==> src/rtl/freq_div_pkg.sv <==
// Shared state encoding and parameter defaults for the run-time clock divider.
package freq_div_pkg;

    localparam int CNT_W_DEFAULT    = 8;
    localparam int DEF_HALF_DEFAULT = 4;

    typedef enum logic [1:0] {
        IDLE,
        RUN,
        DRAIN
    } state_t;

endpackage

==> src/rtl/div_counter.sv <==
// Half-period counter and registered divided clock. The tick outputs flag the
// cycle whose closing edge toggles clockout, so the controller can act on it.
module div_counter
    import freq_div_pkg::*;
#(
    parameter int CNT_W = CNT_W_DEFAULT
) (
    input  logic             clk,
    input  logic             rst,
    input  logic             run,
    input  logic             clr,
    input  logic [CNT_W-1:0] half,
    output logic             clockout,
    output logic             fall_tick,
    output logic             rise_tick
);

    logic [CNT_W-1:0] cnt_reg;
    logic             at_end;

    assign at_end    = (cnt_reg == half - CNT_W'(1));
    assign fall_tick = run & at_end & clockout;
    assign rise_tick = run & at_end & ~clockout;

    // clr wins over run so a stop in the low phase never lets a rising edge through
    always_ff @(posedge clk or negedge rst) begin
        if (!rst) begin
            cnt_reg  <= '0;
            clockout <= 1'b0;
        end else if (clr) begin
            cnt_reg  <= '0;
            clockout <= 1'b0;
        end else if (run) begin
            if (at_end) begin
                cnt_reg  <= '0;
                clockout <= ~clockout;
            end else begin
                cnt_reg <= cnt_reg + CNT_W'(1);
            end
        end
    end

endmodule

==> src/rtl/div_ratio_ctrl.sv <==
// Divider controller: owns the ratio register, the config handshake and the
// run/stop FSM; ratio changes and stops are deferred to the falling edge of clockout.
module div_ratio_ctrl
    import freq_div_pkg::*;
#(
    parameter int CNT_W    = CNT_W_DEFAULT,
    parameter int DEF_HALF = DEF_HALF_DEFAULT
) (
    input  logic             clk,
    input  logic             rst,
    input  logic             en,
    input  logic             cfg_valid,
    input  logic [CNT_W-1:0] cfg_half,
    output logic             cfg_ready,
    output logic             clockout,
    output logic             busy,
    output logic             switch_done,
    output logic             err
);

    state_t           state_reg, state_next;
    logic [CNT_W-1:0] half_reg, half_next;
    logic [CNT_W-1:0] pend_half_reg, pend_half_next;
    logic             pend_vld_reg, pend_vld_next;
    logic             stop_req_reg, stop_req_next;
    logic             switch_done_next, err_next;
    logic             ctr_run, ctr_clr;
    logic             fall_tick, rise_tick_unused;
    logic             hs, hs_ok;

    assign cfg_ready = ~pend_vld_reg;
    assign hs        = cfg_valid & cfg_ready;
    assign hs_ok     = hs & (cfg_half != '0);
    assign busy      = (state_reg == DRAIN);

    div_counter #(.CNT_W(CNT_W)) u_counter (
        .clk       (clk),
        .rst       (rst),
        .run       (ctr_run),
        .clr       (ctr_clr),
        .half      (half_reg),
        .clockout  (clockout),
        .fall_tick (fall_tick),
        .rise_tick (rise_tick_unused)
    );

    always_comb begin
        state_next       = state_reg;
        half_next        = half_reg;
        pend_half_next   = pend_half_reg;
        pend_vld_next    = pend_vld_reg;
        stop_req_next    = stop_req_reg;
        switch_done_next = 1'b0;
        err_next         = hs & (cfg_half == '0);
        ctr_run          = 1'b0;
        ctr_clr          = 1'b0;

        case (state_reg)
            IDLE: begin
                ctr_clr = 1'b1;
                if (hs_ok) begin
                    half_next        = cfg_half;
                    switch_done_next = 1'b1;
                end
                if (en) state_next = RUN;
            end
            RUN: begin
                ctr_run = 1'b1;
                if (hs_ok) begin
                    pend_vld_next  = 1'b1;
                    pend_half_next = cfg_half;
                    stop_req_next  = ~en;
                    state_next     = DRAIN;
                end else if (!en) begin
                    if (!clockout) begin
                        ctr_clr    = 1'b1;
                        state_next = IDLE;
                    end else if (fall_tick) begin
                        // high phase ends on this edge anyway
                        state_next = IDLE;
                    end else begin
                        stop_req_next = 1'b1;
                        state_next    = DRAIN;
                    end
                end
            end
            DRAIN: begin
                ctr_run       = 1'b1;
                stop_req_next = ~en;
                if (fall_tick) begin
                    if (pend_vld_reg) begin
                        half_next        = pend_half_reg;
                        switch_done_next = 1'b1;
                    end else if (hs_ok) begin
                        half_next        = cfg_half;
                        switch_done_next = 1'b1;
                    end
                    pend_vld_next = 1'b0;
                    stop_req_next = 1'b0;
                    state_next    = stop_req_reg ? IDLE : RUN;
                end else if (hs_ok) begin
                    pend_vld_next  = 1'b1;
                    pend_half_next = cfg_half;
                end
            end
            default: state_next = IDLE;
        endcase
    end

    always_ff @(posedge clk or negedge rst) begin
        if (!rst) begin
            state_reg     <= IDLE;
            half_reg      <= CNT_W'(DEF_HALF);
            pend_half_reg <= '0;
            pend_vld_reg  <= 1'b0;
            stop_req_reg  <= 1'b0;
            switch_done   <= 1'b0;
            err           <= 1'b0;
        end else begin
            state_reg     <= state_next;
            half_reg      <= half_next;
            pend_half_reg <= pend_half_next;
            pend_vld_reg  <= pend_vld_next;
            stop_req_reg  <= stop_req_next;
            switch_done   <= switch_done_next;
            err           <= err_next;
        end
    end

endmodule

==> config.mk <==
export PLATFORM = sky130hd
export DESIGN_NAME = div_ratio_ctrl
export DESIGN_NICKNAME = d
export VERILOG_FILES = /design/src/rtl/freq_div_pkg.sv /design/src/rtl/div_counter.sv /design/src/rtl/div_ratio_ctrl.sv
export SDC_FILE = /design/constraint.sdc
export NUM_CORES = 1
export LEC_CHECK = 0
export CORE_ASPECT_RATIO = 1.1
export CORE_MARGIN = 1.5
export CORE_UTILIZATION = 31
export CTS_BUF_LIST = sky130_fd_sc_hd__clkbuf_4 sky130_fd_sc_hd__clkbuf_8
export DETAILED_ROUTE_END_ITERATION = 12
export HOLD_SLACK_MARGIN = 0.12
export PLACE_DENSITY = 0.47
export SLEW_MARGIN = 25
export SYNTH_ARGS = -nofsm -noshare
export SYNTH_HDL_FRONTEND = slang
export SYNTH_SLANG_ARGS = --single-unit
==> constraint.sdc <==
create_clock -name clk -period 7.69 [get_ports clk]
set_input_delay 0.769 -clock clk [delete_from_list [all_inputs] [get_ports clk]]
set_output_delay 0.769 -clock clk [all_outputs]
set_load 0.005 [all_outputs]
==> results.yml <==
critical_path:
  cp.required_ns: 7.85
  worst_path_max_delay_cell: "or4_1"
  crit_type: "in -> reg"
  crit_path_end_kind: "flop"
  crit_arrival_ns: 3.54
  cp_top_family: "simple AND/OR/NAND/NOR gates"
  cp.buffers_inverters: 2
  startpoint_type: "primary input"
  path_cells: "clkdlybuf4s50_1 -> or4_1 -> o21ai_0 -> buf_4 -> nand2_1 -> o311ai_1 -> and2b_1 -> mux2_1"
  r2r_end: "u_counter.clockout$_DFFE_PN0P_"
  r2r_slack_ns: 4.95
  worstReg2RegStart: "half_reg[3]$_DFFE_PN0P_"
  cp_max_fo: 11
  worst-r2r-cell-count: 7
  critical_path.max_stage_delay_ns: 0.59
pwr:
  p_per_area_mw_per_mm2: 359
  p_leak_nw: 0.927
  ir_worst_vdd_uv: 147
clock_tree:
  root_buffer: "clkbuf_8"
  ctsResizeCount: 0
  clk_latency_ns: 0.27
  clk_pin_slew_worst_paths_ns: 0.07
  h-tree-depth: 2
  cts_buffers: 5
  cts_tree: "done"
  ctsHoldBuffers: 0
  cts_setup_buffers: 0
  cts_buffer_depth: 2
  clock-sinks: 31
detailed_routing:
  ant_nets: 0
  wl_per_cell_um: 15.3
  first_pass_iters: 4
  viasPerCell: 5.16
  drc: 0
  routed_wl_mm: 4.19
  drtIter0Drc: 65
  vias: 1414
placed_design:
  port_buffers: 16
  globalplace.congestion: 0.800
  preCtsSetupSlack_ns: 4.03
  hpwl_mm: 3.14
cells_and_area:
  area.sequential_um2: 777
  area_growth_pct: 18.3
  drive_gt1_share_pct: 14.2
  fill_cells: 572
  final_nets: 216
  n_antenna_cell: 0
  multi_input_area_mm2: 0.00107
  utilization_pct: 38.3
global_route:
  grt_max_degree: 32
  grt_pass1_wl_mm: 7.19
  grt-ovfl-total: 0
  grt_pass1_vias: 1508
  grt.total_usage_pct: 13.9
  grt_antenna_before_repair: 0
synthesis:
  syn_area_mm2: 0.00189
  avgSynthCellArea_um2: 10.8
  yosys_warnings: 0
  netlist_instances: 175
  ys_async_sr_fraction_pct: 100
  ys_seq_area_share_pct: 41.1
  yosysUniqueCellTypes: 49
  synth_flop_cell: "dfrtp_1"
  ys_seq_elements: 31
  syn-num-nets: 194
  synth-edff-count: 0
die:
  die_w_um: 77.5
  num_rows: 29
  ios: 17
  die-area_mm2: 0.00658
  die_y_um: 84.9
  start_util_pct: 32.4
  coreArea_mm2: 0.00584
timing:
  rsz0062_at_grt: "false"
  timing.fmax_ghz: 0.295
  hold_viol: 0
  skew_ns: 0.000804
  setup_viol: 0
  tns_ns: 0
  slew_viol_final: 0
  timing.final.crit_share_pct: 44.0
  fin_ws_ns: 4.31
  worstMarginPinSlew_ns: 0.648
  max_slew_margin_pct: 56.1
  finalCriticalPeriod_ns: 3.38
flow_run:
  drv_cap: 0
status:
  status: "completed"
worst_hold_path:
  holdPathStages: 1
  min_from: "pend_half_reg[3]$_DFFE_PN0P_"
  hold_end: "pend_half_reg[3]$_DFFE_PN0P_"
  hp-class: "reg -> reg"
-- cell families (layout without fill, tap and decap cells) --
| group | after synthesis | count (layout) | share of synthesized area [%] |
|---|---|---|---|
| AND/OR/NAND/NOR | 56 | 56 | 16.2 |
| flip-flops | 31 | 31 | 41.1 |
| buffers and inverters | 12 | 34 | 2.45 |
| XOR/XNOR | 12 | 12 | 5.56 |
| adder cells (fa/ha/maj) | 8 | 8 | 5.16 |
| AO/OA/AOI/OAI | 47 | 47 | 22.6 |
| multiplexers | 9 | 9 | 6.95 |
-- cell type report --
type	instances	area share (%)
Tap cell	77	4.31
Clock inverter	1	0.224
Inverter	9	1.51
Timing Repair Buffer	18	7.83
Clock buffer	6	3.69
Multi-Input combinational cell	132	47.7
Sequential cell	31	34.7
-- Yosys cell counts (3+ instances only) --
cell type	instances	share of area, %
o22a_1	12	5.6
xor2_1	6	2.8
nor3_1	3	0.79
o211ai_1	3	1.2
ha_1	7	4.6
mux2_4	8	6.4
dfrtp_1	30	40
nand2_1	11	2.2
nor2b_1	5	1.7
nor2_1	14	2.8
or4_1	3	1.2
o21ai_0	3	0.79
xnor2_1	6	2.8
nand3_1	4	1.1
a21oi_1	7	1.9
a21o_1	3	1.2
inv_1	9	1.8
-- cell usage in the layout, fill, tap and decap left out, drive strengths merged, types with 2 or more instances in the layout --
cell / Yosys / final
o22ai: 2 / 2
mux2: 9 / 9
o21ai: 5 / 5
o211ai: 3 / 3
ha: 7 / 7
a32oi: 2 / 2
a21oi: 7 / 7
nor2: 15 / 15
nor2b: 5 / 5
o21a: 2 / 2
o31ai: 2 / 2
xor2: 6 / 6
nand2: 11 / 11
nand2b: 2 / 2
nand4: 2 / 2
or4: 4 / 4
inv: 9 / 9
dfrtp: 30 / 30
nand3: 4 / 4
a21o: 3 / 3
o22a: 12 / 12
clkdlybuf4s50: 0 / 16
clkbuf: 2 / 6
xnor2: 6 / 6
nor3: 3 / 3
buf: 1 / 2
or3: 2 / 2
-- metal layers --
layer | track usage (%) | wire [um] | up-vias
li1 | - | - | 688
met1 | 16.8 | 1990 | 705
met2 | 23.8 | 2070 | 17
met3 | 3.55 | 78 | 4
met4 | 5.45 | 46 | 0
met5 | 0 | 0 | -
-- worst max-delay path by stage --
stage,startpoint,to,slack (ns),cells after the start
floorplan,cfg_half[4],u_counter.clockout$_DFFE_PN0P_,4.88,6
global placement,cfg_half[4],u_counter.clockout$_DFFE_PN0P_,4.09,8
detailed placement,cfg_half[4],u_counter.clockout$_DFFE_PN0P_,4.03,8
CTS,cfg_half[4],u_counter.clockout$_DFFE_PN0P_,4.33,8
global route,cfg_half[4],u_counter.clockout$_DFFE_PN0P_,4.11,8
finish,cfg_half[4],u_counter.clockout$_DFFE_PN0P_,4.31,8
-- per-stage QoR --
stage | total power [mW] | hold slack (ns) | cell area (um2) | std cells
2_1_floorplan | 0.576 | 0.456 | 1890 | 175
6_report | 0.803 | 0.517 | 2240 | 274
5_1_grt | 0.869 | 0.526 | 2240 | 274
4_1_cts | 0.811 | 0.513 | 2240 | 274
3_3_place_gp | 0.665 | 0.483 | 2150 | 267
3_5_place_dp | 0.675 | 0.495 | 2150 | 267
-- report_power, final --
part           internal [mW]  switching, mW  total, mW
clock network         0.0702         0.0603      0.130
logic                  0.187          0.194      0.381
registers              0.226         0.0659      0.292
total                  0.483          0.320      0.803
(Power assumes the default switching activity.)
